[config.mk]
export PLATFORM = sky130hd
export DESIGN_NAME = trdb_branch_map
export DESIGN_NICKNAME = d
export VERILOG_FILES = /design/src/rtl/trdb_branch_map.sv
export SDC_FILE = /design/constraint.sdc
export NUM_CORES = 1
export LEC_CHECK = 0
export BUFFER_PORTS_ARGS = -buffer_cell sky130_fd_sc_hd__buf_4
export CELL_PAD_IN_SITES_DETAIL_PLACEMENT = 1
export CELL_PAD_IN_SITES_GLOBAL_PLACEMENT = 1
export CORE_ASPECT_RATIO = 0.7
export CORE_UTILIZATION = 48
export DETAILED_ROUTE_END_ITERATION = 8
export PLACE_DENSITY_LB_ADDON = 0.1
export SYNTH_ARGS = -nofsm -noshare
export SYNTH_HDL_FRONTEND = slang
export SYNTH_SLANG_ARGS = --single-unit
[constraint.sdc]
create_clock -name clk_i -period 5.85 [get_ports clk_i]
set_input_delay 0 -clock clk_i [delete_from_list [all_inputs] [get_ports clk_i]]
set_output_delay 0 -clock clk_i [all_outputs]
set_load 0.01 [all_outputs]
[src/rtl/trdb_branch_map.sv]
// trdb_branch_map
// Packs the taken/not-taken outcomes of retired conditional branches into a
// branch map (bit k = k-th branch, 1 = NOT taken). When the map is full or a
// flush is requested, it is handed to the packet encoder. There are two
// stages: the accumulator and one output slot. A completed map can therefore
// wait for the encoder while new branches keep accumulating.
//
// Ports:
//   clk_i, rst_ni      clock, asynchronous active-low reset
//   branch_valid_i     one retired conditional branch this cycle
//   branch_taken_i     its outcome (1 = taken)
//   flush_i            emit the current partial map
//   clear_i            synchronous clear of overflow_o
//   map_o/branches_o   emitted map and its number of valid bits
//   map_valid_o        emitted map valid (transfer on valid && map_ready_i)
//   map_ready_i        encoder accepts the map
//   full_o/empty_o     accumulator holds MAP_LEN / 0 branches
//   overflow_o         sticky: a branch was dropped
//
// Output FSM:
//   state | meaning
//   IDLE  | output slot empty, map_valid_o = 0
//   PEND  | map held in output slot, map_valid_o = 1

module trdb_branch_map #(
    parameter int unsigned MAP_LEN = 31,
    parameter int unsigned CNT_W   = 5
) (
    input  logic               clk_i,
    input  logic               rst_ni,
    input  logic               branch_valid_i,
    input  logic               branch_taken_i,
    input  logic               flush_i,
    input  logic               clear_i,
    output logic [MAP_LEN-1:0] map_o,
    output logic [CNT_W-1:0]   branches_o,
    output logic               map_valid_o,
    input  logic               map_ready_i,
    output logic               full_o,
    output logic               empty_o,
    output logic               overflow_o
);

    typedef enum logic {IDLE, PEND} state_e;

    localparam logic [CNT_W-1:0] MAP_LEN_C = CNT_W'(MAP_LEN);

    state_e             state_q;
    logic [MAP_LEN-1:0] acc_q;
    logic [CNT_W-1:0]   cnt_q;
    logic               flush_pend_q;
    logic               overflow_q;
    logic [MAP_LEN-1:0] map_q;
    logic [CNT_W-1:0]   br_q;

    logic               acc_full;
    logic               slot_free;
    logic               branch_in;
    logic               any_flush;
    logic               trigger;
    logic               handoff;
    logic               drop;
    logic [CNT_W-1:0]   eff_cnt;
    logic [MAP_LEN-1:0] eff_bits;
    logic [MAP_LEN-1:0] out_bits;

    assign acc_full  = (cnt_q == MAP_LEN_C);
    // A slot that is being emptied by a transfer this cycle counts as free.
    assign slot_free = (state_q == IDLE) || map_ready_i;
    // A full accumulator cannot take the branch. The branch either starts
    // the next map (when the full map leaves this cycle) or is dropped.
    assign branch_in = branch_valid_i && !acc_full;
    assign any_flush = flush_i || flush_pend_q;
    assign eff_cnt   = cnt_q + CNT_W'(branch_in);
    assign trigger   = (eff_cnt == MAP_LEN_C) || (any_flush && (eff_cnt != '0));
    assign handoff   = trigger && slot_free;
    assign drop      = branch_valid_i && acc_full && !slot_free;

    // Effective accumulator, including this cycle's branch. Bits at or above
    // eff_cnt are zeroed so that stale bits are never emitted.
    always_comb begin
        eff_bits = acc_q;
        out_bits = '0;
        for (int k = 0; k < int'(MAP_LEN); k++) begin
            if (branch_in && (cnt_q == CNT_W'(k))) begin
                eff_bits[k] = ~branch_taken_i;
            end
            out_bits[k] = eff_bits[k] && (CNT_W'(k) < eff_cnt);
        end
    end

    always_ff @(posedge clk_i or negedge rst_ni) begin
        if (!rst_ni) begin
            state_q      <= IDLE;
            acc_q        <= '0;
            cnt_q        <= '0;
            flush_pend_q <= 1'b0;
            overflow_q   <= 1'b0;
            map_q        <= '0;
            br_q         <= '0;
        end else begin
            if (handoff) begin
                state_q      <= PEND;
                map_q        <= out_bits;
                br_q         <= eff_cnt;
                flush_pend_q <= 1'b0;
                if (branch_valid_i && acc_full) begin
                    acc_q[0] <= ~branch_taken_i;
                    cnt_q    <= CNT_W'(1);
                end else begin
                    cnt_q    <= '0;
                end
            end else begin
                if (state_q == PEND && map_ready_i) begin
                    state_q <= IDLE;
                end
                if (branch_in) begin
                    acc_q <= eff_bits;
                    cnt_q <= eff_cnt;
                end
                // A flush with nothing to send is dropped. Otherwise it is
                // held until the slot frees.
                if (any_flush) begin
                    flush_pend_q <= (eff_cnt != '0);
                end
            end
            if (drop) begin
                overflow_q <= 1'b1;
            end else if (clear_i) begin
                overflow_q <= 1'b0;
            end
        end
    end

    assign map_o       = map_q;
    assign branches_o  = br_q;
    assign map_valid_o = (state_q == PEND);
    assign full_o      = acc_full;
    assign empty_o     = (cnt_q == '0);
    assign overflow_o  = overflow_q;

endmodule
==> Word level (Yosys, flattened, before mapping) <==
Index checks and enable logic that the tools add are counted.
{ "word_totals": {"regBits": 75, "inputBits": 7, "out_inout_bits": 40, "elab_cells": 200} }
{ "classes": {"add_sub_neg": 1, "n_lt_le_gt_ge": 31, "eq_ne": 33, "mux": 43, "bitwise_logic": 3, "n_reduce_logical": 81} }
{ "op_table": {"columns": ["cell", "n"], "rows": [
  ["$eq A5 B5 Y1 const B", 17],
  ["$lt A5 B5 Y1 const A", 15],
  ["$logic_and A1 B1 Y1", 68],
  ["$mux W1", 41],
  ["$eq A5 B4 Y1 const B", 8],
  ["$lt A4 B5 Y1 const A", 8],
  ["$eq A5 B3 Y1 const B", 4],
  ["$lt A3 B5 Y1 const A", 4],
  ["$eq A5 B2 Y1 const B", 2],
  ["$lt A1 B5 Y1 const A", 2],
  ["$lt A2 B5 Y1 const A", 2],
  ["$mux W5", 2],
  ["$reduce_bool A2 Y1", 4],
  ["$add A5 B1 Y5", 1],
  ["$eq A5 B1 Y1 const B", 1],
  ["$logic_not A5 Y1", 1],
  ["$reduce_bool A5 Y1", 1],
  ["$reduce_and A2 Y1", 2],
  ["$logic_or A1 B1 Y1", 3],
  ["$not A1 Y1", 3],
  ["$logic_not A1 Y1", 2],
  ["$ne A2 B1 Y1 const B", 1]
]} }

==> Longest topological paths before layout <==
Gate-level depths: netlist (run 1).
{ "logic_depth": {"ltp_word": 10, "ltp_mapped": 14} }

==> Worst setup path after synthesis (run 1) <==
No wires, ideal clock.
{ "synth_timing": {"kind": "register -> register", "startpoint": "register cnt_q[1]", "endpoint": "register acc_q[13]", "setup_ps": 128, "arrival_ps": 2951, "slack_ps": 2772, "path_stages_with_launch": 14, "path_buffers": 3, "path_cell_list": "dfrtp_1 buf_4 nand3_1 o21ai_0 inv_1 ha_1 clkbuf_1 nand3b_1 o2bb2ai_1 nand2_2 a221o_1 buf_6 nor3_2 mux2_1"} }
{ "synth_via": {"elab_chain_cells": 10, "word_cells_on_any_way": 14} }
{ "synth_rtl": {"columns": ["element", "line_no", "source"], "rows": [
  ["start, declared", "50", "logic [CNT_W-1:0] cnt_q;"],
  ["start signal, assigned", "119", "cnt_q <= eff_cnt;"],
  ["$eq A5 B5 Y1 (*)", "67", "assign acc_full = (cnt_q == MAP_LEN_C);"],
  ["$logic_not A1 Y1 (*)", "72", "assign branch_in = branch_valid_i && !acc_full;"],
  ["$logic_and A1 B1 Y1 (*)", "72", null],
  ["$add A5 B1 Y5 (*)", "74", "assign eff_cnt = cnt_q + CNT_W'(branch_in);"],
  ["named net eff_cnt[0]", "63", "logic [CNT_W-1:0] eff_cnt;"],
  ["$reduce_bool A5 Y1", "75", "assign trigger = (eff_cnt == MAP_LEN_C) || (any_flush && (eff_cnt != '0));"],
  ["$logic_and A1 B1 Y1", "75", null],
  ["$logic_or A1 B1 Y1 (*)", "75", null],
  ["$logic_and A1 B1 Y1 (*)", "76", "assign handoff = trigger && slot_free;"],
  ["$not A1 Y1 (no source line) (*)", null, null],
  ["$reduce_and A2 Y1 (no source line) (*)", null, null],
  ["end signal, assigned", "118", "acc_q <= eff_bits;"],
  ["end, declared", "49", "logic [MAP_LEN-1:0] acc_q;"]
]} }
The timed path passes the listed nets; every way through them passes the cells marked *.
A chain may end at the register's enable or synchronous reset.

==> Worst setup path in the final report (run 1) <==
{ "layout_timing": {"startpoint": "register cnt_q[3]", "endpoint": "register acc_q[27]"} }
{ "layout_via": {"elab_chain_cells": 10, "word_cells_on_any_way": 14} }
{ "layout_rtl": {"columns": ["element", "line_no"], "rows": [
  ["$eq A5 B5 Y1", "67"],
  ["$logic_not A1 Y1", "72"],
  ["$logic_and A1 B1 Y1", "72"],
  ["$add A5 B1 Y5", "74"],
  ["$reduce_bool A5 Y1", "75"],
  ["$logic_and A1 B1 Y1", "75"],
  ["$logic_or A1 B1 Y1", "75"],
  ["$logic_and A1 B1 Y1", "76"],
  ["$not A1 Y1 (no source line)", null],
  ["$reduce_and A2 Y1 (no source line)", null]
]} }
Several ways; a longest one is shown, not always the timed one.

==> results of run 1 <==
[per-layer routing]
metal	track usage, %	wire length (µm)	up-vias
met2	48.7	6040	131
met3	6.27	776	17
li1	-	-	1795
met4	8.31	192	0
met5	0	0	-
met1	42.6	6310	1974
[what timing repair did]
action | in CTS | in global routing
hold buffers | 3 | 0
buffers inserted | 0 | 0
hold endpoints to repair | 77 | 0
[registers in the layout (all words and copies together), names as in the netlist]
name	count
branches_o	5
flush_pend_q	1
map_o	31
cnt_q	5
overflow_o	1
map_valid_o	1
acc_q	31
[cell families (layout without fill, tap and decap cells)]
family / Yosys count / after routing
AOI/OAI and AO/OA: 150 / 150
adders and majority gates: 2 / 2
DFF: 75 / 75
and+or+nand+nor: 178 / 178
xor gates and xnor gates: 10 / 10
muxes: 21 / 21
buffers and inverters: 47 / 78
[metrics by stage]
step / utilization, % / hold WS [ns] / setup slack, ns / power [mW]
after CTS: 57.4 / 0.0160 / 1.45 / 1.71
after floorplan: - / -0.296 / 2.77 / 1.02
final: 57.4 / 0.0233 / 1.41 / 1.71
after detailed placement: 54.0 / 0.208 / 1.58 / 1.20
after global routing: 57.4 / 0.0340 / 1.14 / 1.79
after global placement: 54.0 / 0.205 / 1.78 / 1.19
[cells in the final DEF, fill, tap and decap left out, types with 2 or more instances in the layout]
cell | netlist | layout
xor2_1 | 4 | 4
clkinvlp_4 | 0 | 2
clkinv_2 | 0 | 3
a221o_1 | 4 | 4
a31oi_1 | 2 | 2
a2111oi_0 | 2 | 2
nand2_1 | 68 | 68
dlygate4sd3_1 | 0 | 3
o21ai_0 | 49 | 49
nand3b_1 | 2 | 2
or3_1 | 3 | 3
o41ai_1 | 5 | 5
nor2_1 | 53 | 53
inv_1 | 6 | 6
mux2_2 | 5 | 5
mux2i_1 | 12 | 12
a21o_1 | 6 | 6
a211oi_1 | 2 | 2
nand3_1 | 15 | 15
o31ai_1 | 32 | 32
mux2_1 | 2 | 2
nand4_1 | 2 | 2
buf_4 | 1 | 53
and3_1 | 2 | 2
o22ai_1 | 4 | 4
nor2b_1 | 5 | 5
a32o_1 | 4 | 4
a22oi_1 | 2 | 2
nor3_2 | 3 | 3
a22o_1 | 3 | 3
clkbuf_16 | 0 | 9
mux2_4 | 2 | 2
nand4b_1 | 2 | 2
nand2b_1 | 8 | 8
nor3_1 | 3 | 3
a21oi_1 | 24 | 24
and2_1 | 2 | 2
dfrtp_1 | 75 | 75
ha_1 | 2 | 2
xnor2_1 | 5 | 5
[worst max-delay path, stage by stage (launching register included)]
cell	delay [ns]
dfrtp_1	0.88
nand2_1	0.27
o21ai_0	0.43
inv_1	0.22
ha_1	0.54
nand2b_1	0.33
o22ai_2	0.32
and3_4	0.27
a221o_1	0.15
buf_4	0.43
nor3_2	0.12
mux2_1	0.33
[worst max path at each step]
stage	startpoint	to	slack (ns)	cells after the start
final	cnt_q[3]	acc_q[27]	1.41	11
after global routing	cnt_q[3]	acc_q[27]	1.14	11
after CTS	cnt_q[3]	acc_q[27]	1.45	11
after detailed placement	cnt_q[3]	acc_q[27]	1.58	11
after global placement	cnt_q[3]	acc_q[13]	1.78	11
after floorplan	cnt_q[1]	acc_q[13]	2.77	13
[power breakdown]
part / switching, mW / leakage, nW / total (mW) / internal, mW
Sequential: 0.0415 / 1.03 / 0.611 / 0.570
Combinational: 0.415 / 0.972 / 0.592 / 0.177
Clock: 0.213 / 0.130 / 0.507 / 0.294
[area by class of cell]
type,instances,area [µm²]
Clock buffer,10,239
Clock inverter,5,30.0
Fill cell,1009,3650
Inverter,7,26.3
Multi-Input combinational cell,361,2180
Sequential cell,75,1880
Tap cell,120,150
Timing Repair Buffer,56,428
==> impl_metrics.tcl, run 1 <==
set metrics [dict create \
    r2r-start "cnt_q[3]" \
    synthArstFlopShare_pct 100 \
    diodes 0 \
    synth_xor_area_share_pct 2.21 \
    grt_pass1_wl_um 21200 \
    max_freq_mhz 225 \
    p_leak_nw 2.14 \
    synth_top_family_by_area "compound AO/OA/AOI/OAI gates" \
    yosys.area_share.simple_pct 19.3 \
    cts_max_path_buffers 2 \
    dpl-instance-area_um2 4630 \
    cts_num_sinks 75 \
    critical_path_required_ns 6.07 \
    cts-buffers-inserted 9 \
    grt_pass1_vias 3791 \
    wire_per_inst_um 21.0 \
    synth-main-ff-cell "dfrtp_1" \
    ant_nets 0 \
    hold_viol 0 \
    outcome "complete, no violations" \
    vias_per_cell 6.18 \
    hold_path_class "in2reg" \
    drc 0 \
    drt_iter0_markers 300 \
    crit_type "reg2reg" \
    power.density_nw_per_um2 347 \
    fp.dieH_um 81.2 \
    num_vias 3917 \
    synth_warnings 0 \
    antenna_found_initial 0 \
    dp_hpwl_um 9130 \
    rrSetupSlack_ns 1.41 \
    synth_compound_area_share_pct 23.3 \
    r2r_cells 11 \
    fin_area_um2 4930 \
    firstDrtPassIters 5 \
    synth_cell_types 63 \
    synth_edf_count 0 \
    muxShareOfSynthArea_pct 5.32 \
    dp_cells 616 \
    gr-usage-all-layers_pct 30.6 \
    cap_viol_max_count 0 \
    syn2layout_area_growth_pct 14.5 \
    synth_top_area_share_pct 43.6 \
    die_area_um2 9360 \
    whs_endpoint "flush_pend_q" \
    yosysMostFrequentCell "dfrtp_1" \
    core_area_um2 8580 \
    setup_violations 0 \
    start_kind "flip-flop" \
    final_nets 519 \
    htreeDepth 3 \
    syn_area_um2 4310 \
    tns_ns 0 \
    post_route_cells_drive_above_1_share_pct 17.1 \
    place_congestion 0.858 \
    cts_resized 0 \
    io_buffer_count 46 \
    fp.dieW_um 115 \
    ir_drop_mv 0.302 \
    synth_seq_area_share_pct 43.6 \
    synth_nets 492 \
    hp-start "map_ready_i" \
    clkTransAtPathRegs_ns 0.06 \
    worstReg2RegEnd "acc_q[27]" \
    min_period_ns 4.44 \
    yosysTopAreaCell "dfrtp_1" \
    drv_slew 0 \
    grt-ovfl-total 0 \
    clock_skew_ns 0.00477 \
    rsz0062_at_grt "false" \
    synth_fa_ha_area_share_pct 0.581 \
    synth_commonest_cells "75 x dfrtp_1, 68 x nand2_1, 53 x nor2_1" \
    tightest_slew_ns 0.960 \
    critPathCaptureType "flip-flop" \
    start_util_pct 50.2 \
    synthCells 483 \
    rows 28 \
    stdcell_count 634 \
    routed_wl_um 13300 \
    grt_max_degree 76 \
    cp_max_fo 52 \
    hold-path-cell-count 3 \
    clk_latency_ns 0.34 \
    worstPathArrival_ns 4.66 \
    clock-root-buffer "clkbuf_16" \
    fin_crit_sh_pct 75.9 \
    ys_ff_latch 75 \
    synthTopCellsByArea "dfrtp_1 44%, nand2_1 5.9%, o21ai_0 5.7%" \
    avgSynthCellArea_um2 8.91 \
    cts_tree "built" \
    max-slew-margin-rel_pct 36.0 \
    ioPinCount 47 \
]
(Power assumes the default switching activity.)
==> inputs of run 2 (changes only) <==
--- a/config.mk
+++ b/config.mk
@@ -9,7 +9,7 @@
 export CELL_PAD_IN_SITES_DETAIL_PLACEMENT = 1
 export CELL_PAD_IN_SITES_GLOBAL_PLACEMENT = 1
 export CORE_ASPECT_RATIO = 0.7
-export CORE_UTILIZATION = 48
+export CORE_UTILIZATION = 45
 export DETAILED_ROUTE_END_ITERATION = 8
 export PLACE_DENSITY_LB_ADDON = 0.1
 export SYNTH_ARGS = -nofsm -noshare
==> constraint.sdc (replaced) <==
create_clock -name clk_i -period 4.2 [get_ports clk_i]
set_input_delay 0 -clock clk_i [delete_from_list [all_inputs] [get_ports clk_i]]
set_output_delay 0 -clock clk_i [all_outputs]
set_load 0.01 [all_outputs]
==> run 2 against run 1 <==
Non-clock buffer count up 5; first-iteration DRC count down 1.3%; clock power up 40%; sequential share of layout area down 0.44 points; critical path type unchanged; clock skew up 0.00066 ns; fmax up 17%; register-to-register slack worse by 1.0 ns; sequential power up 40%; via count up 1.7%.
==> impl_metrics.tcl, run 2 (same netlist as run 1, synthesis figures left out) <==
set metrics [dict create \
    outcome "complete, no violations" \
    rsz0062_at_grt "false" \
    clock-root-buffer "clkbuf_16" \
    rows 29 \
    final_util_pct 54.3 \
    p_comb_share_pct 35.5 \
    critPathCaptureType "flip-flop" \
    cts_tree "built" \
    critical_path_required_ns 4.41 \
    cap_viol_max_count 0 \
    core_area_um2 9180 \
    grt_max_degree 76 \
    grt_use_met1_pct 42.2 \
    grt_pass1_vias 3976 \
    start_kind "flip-flop" \
    drv_slew 0 \
    io_buffer_count 46 \
    hold_viol 0 \
    die_area_um2 9970 \
    clk_latency_ns 0.34 \
    fp.dieH_um 83.8 \
    htreeDepth 3 \
    clkPwrFrac_pct 29.3 \
    worstPathArrival_ns 4.01 \
    p_seq_share_pct 35.2 \
    clkTransAtPathRegs_ns 0.06 \
    power.density_nw_per_um2 485 \
    hold-path-cell-count 3 \
    fp.dieW_um 119 \
    switching_share_pct 40.0 \
    routed_wl_um 14200 \
    ant_nets 0 \
    hold_path_class "in2reg" \
    max-slew-margin-rel_pct 34.7 \
    setup_violations 0 \
    cts_max_path_buffers 2 \
    use_met2_pct 45.9 \
    grt_pass1_wl_um 22600 \
    fin_crit_sh_pct 90.5 \
    max_freq_mhz 263 \
    ir_drop_mv 0.352 \
    firstDrtPassIters 5 \
    syn2layout_area_growth_pct 15.9 \
    num_vias 3983 \
    drt_iter0_markers 296 \
    clock_skew_ns 0.00543 \
    groute.layer.met3.usage_pct 6.49 \
    power_switching_mw 0.967 \
    drc 0 \
    post_route_cells_drive_above_1_share_pct 17.9 \
    wire_per_inst_um 22.0 \
    grt-busiest-layer "met2" \
    tightest_slew_ns 0.980 \
    min_period_ns 3.80 \
    cts_num_sinks 75 \
    final_common_cell "dfrtp_1" \
    dp_hpwl_um 9800 \
    p_int_mw 1.45 \
    place_congestion 0.898 \
    final_nets 524 \
    total_power_mw 2.42 \
    crit_type "reg2reg" \
    start_util_pct 46.9 \
    r2r_cells 11 \
    final_cell_mix "75 x dfrtp_1, 68 x nand2_1, 57 x buf_4, 53 x nor2_1, 49 x o21ai_0" \
    cts-buffers-inserted 9 \
    grt-ovfl-total 0 \
    tns_ns 0 \
    diodes 0 \
    vias_per_cell 6.18 \
    antenna_found_initial 0 \
    cts_resized 0 \
    gr-usage-all-layers_pct 30.3 \
    ioPinCount 47 \
    p_leak_nw 2.17 \
    cp_max_fo 17 \
]
-- run 2: cell count changes in the layout (fill, tap and decap cells not counted), sizes merged --
cell,change
buf,+5
clkinv,+1
-- run 2: worst paths after layout --
check / startpoint / to / slack [ns]
worst max register to register: cnt_q[0] / acc_q[7] / 0.40
worst min register to register: map_o[20] / map_o[20] / 0.48
min in group asynchronous: rst_ni / branches_o[4] / 0.34
worst max-delay path: cnt_q[0] / acc_q[7] / 0.40
worst min-delay path: map_ready_i / flush_pend_q / 0.03
max in group asynchronous: rst_ni / cnt_q[4] / 3.21
-- run 2: per-layer routing --
layer	routed length (µm)	part of all wire [%]
met4	324	2.3
met1	6560	46
met3	946	6.7
met2	6330	45
met5	0	0
-- run 2: stage by stage --
stage | setup WS [ns] | hold WS (ns) | cells | cell area (µm²)
floorplan | 1.12 | -0.296 | 483 | 4310
global placement | 0.751 | 0.212 | 625 | 4690
detailed placement | 0.521 | 0.220 | 625 | 4690
CTS | 0.459 | 0.0333 | 644 | 4990
global route | 0.0653 | 0.0516 | 644 | 4990
finish | 0.398 | 0.0316 | 644 | 4990
-- run 2: what timing repair did --
action,CTS,global route
hold buffers,3,0
setup buffers,0,0
hold endpoints to repair,77,0
-- run 2: critical path: stages (launching register included) --
cell and delay [ns]:
dfrtp_1 0.64, nand3_1 0.19, o21ai_0 0.26, inv_1 0.17, ha_1 0.47, nand3b_1 0.23, o2bb2ai_1 0.28, nand2_2 0.16
a221o_1 0.62, buf_4 0.30, o21ai_0 0.23, o31ai_1 0.13
-- run 2: final cells by class --
| class | count | area, µm² |
|---|---|---|
| clock buffer | 10 | 229 |
| clock inverter | 6 | 42.5 |
| fill | 1081 | 4190 |
| tap | 124 | 155 |
| timing repair buffer | 61 | 478 |
| sequential | 75 | 1880 |
| inverter | 7 | 26.3 |
| multi-input combinational | 361 | 2180 |
-- run 2: power groups by stage --
stage          clock, mW  combinational [mW]  sequential (mW)
3_3_place_gp           0               0.815            0.859
2_1_floorplan          0               0.567            0.856
5_1_grt            0.752               0.928            0.863
3_5_place_dp           0               0.837            0.866
6_report           0.709               0.859            0.853
4_1_cts            0.722               0.845            0.852
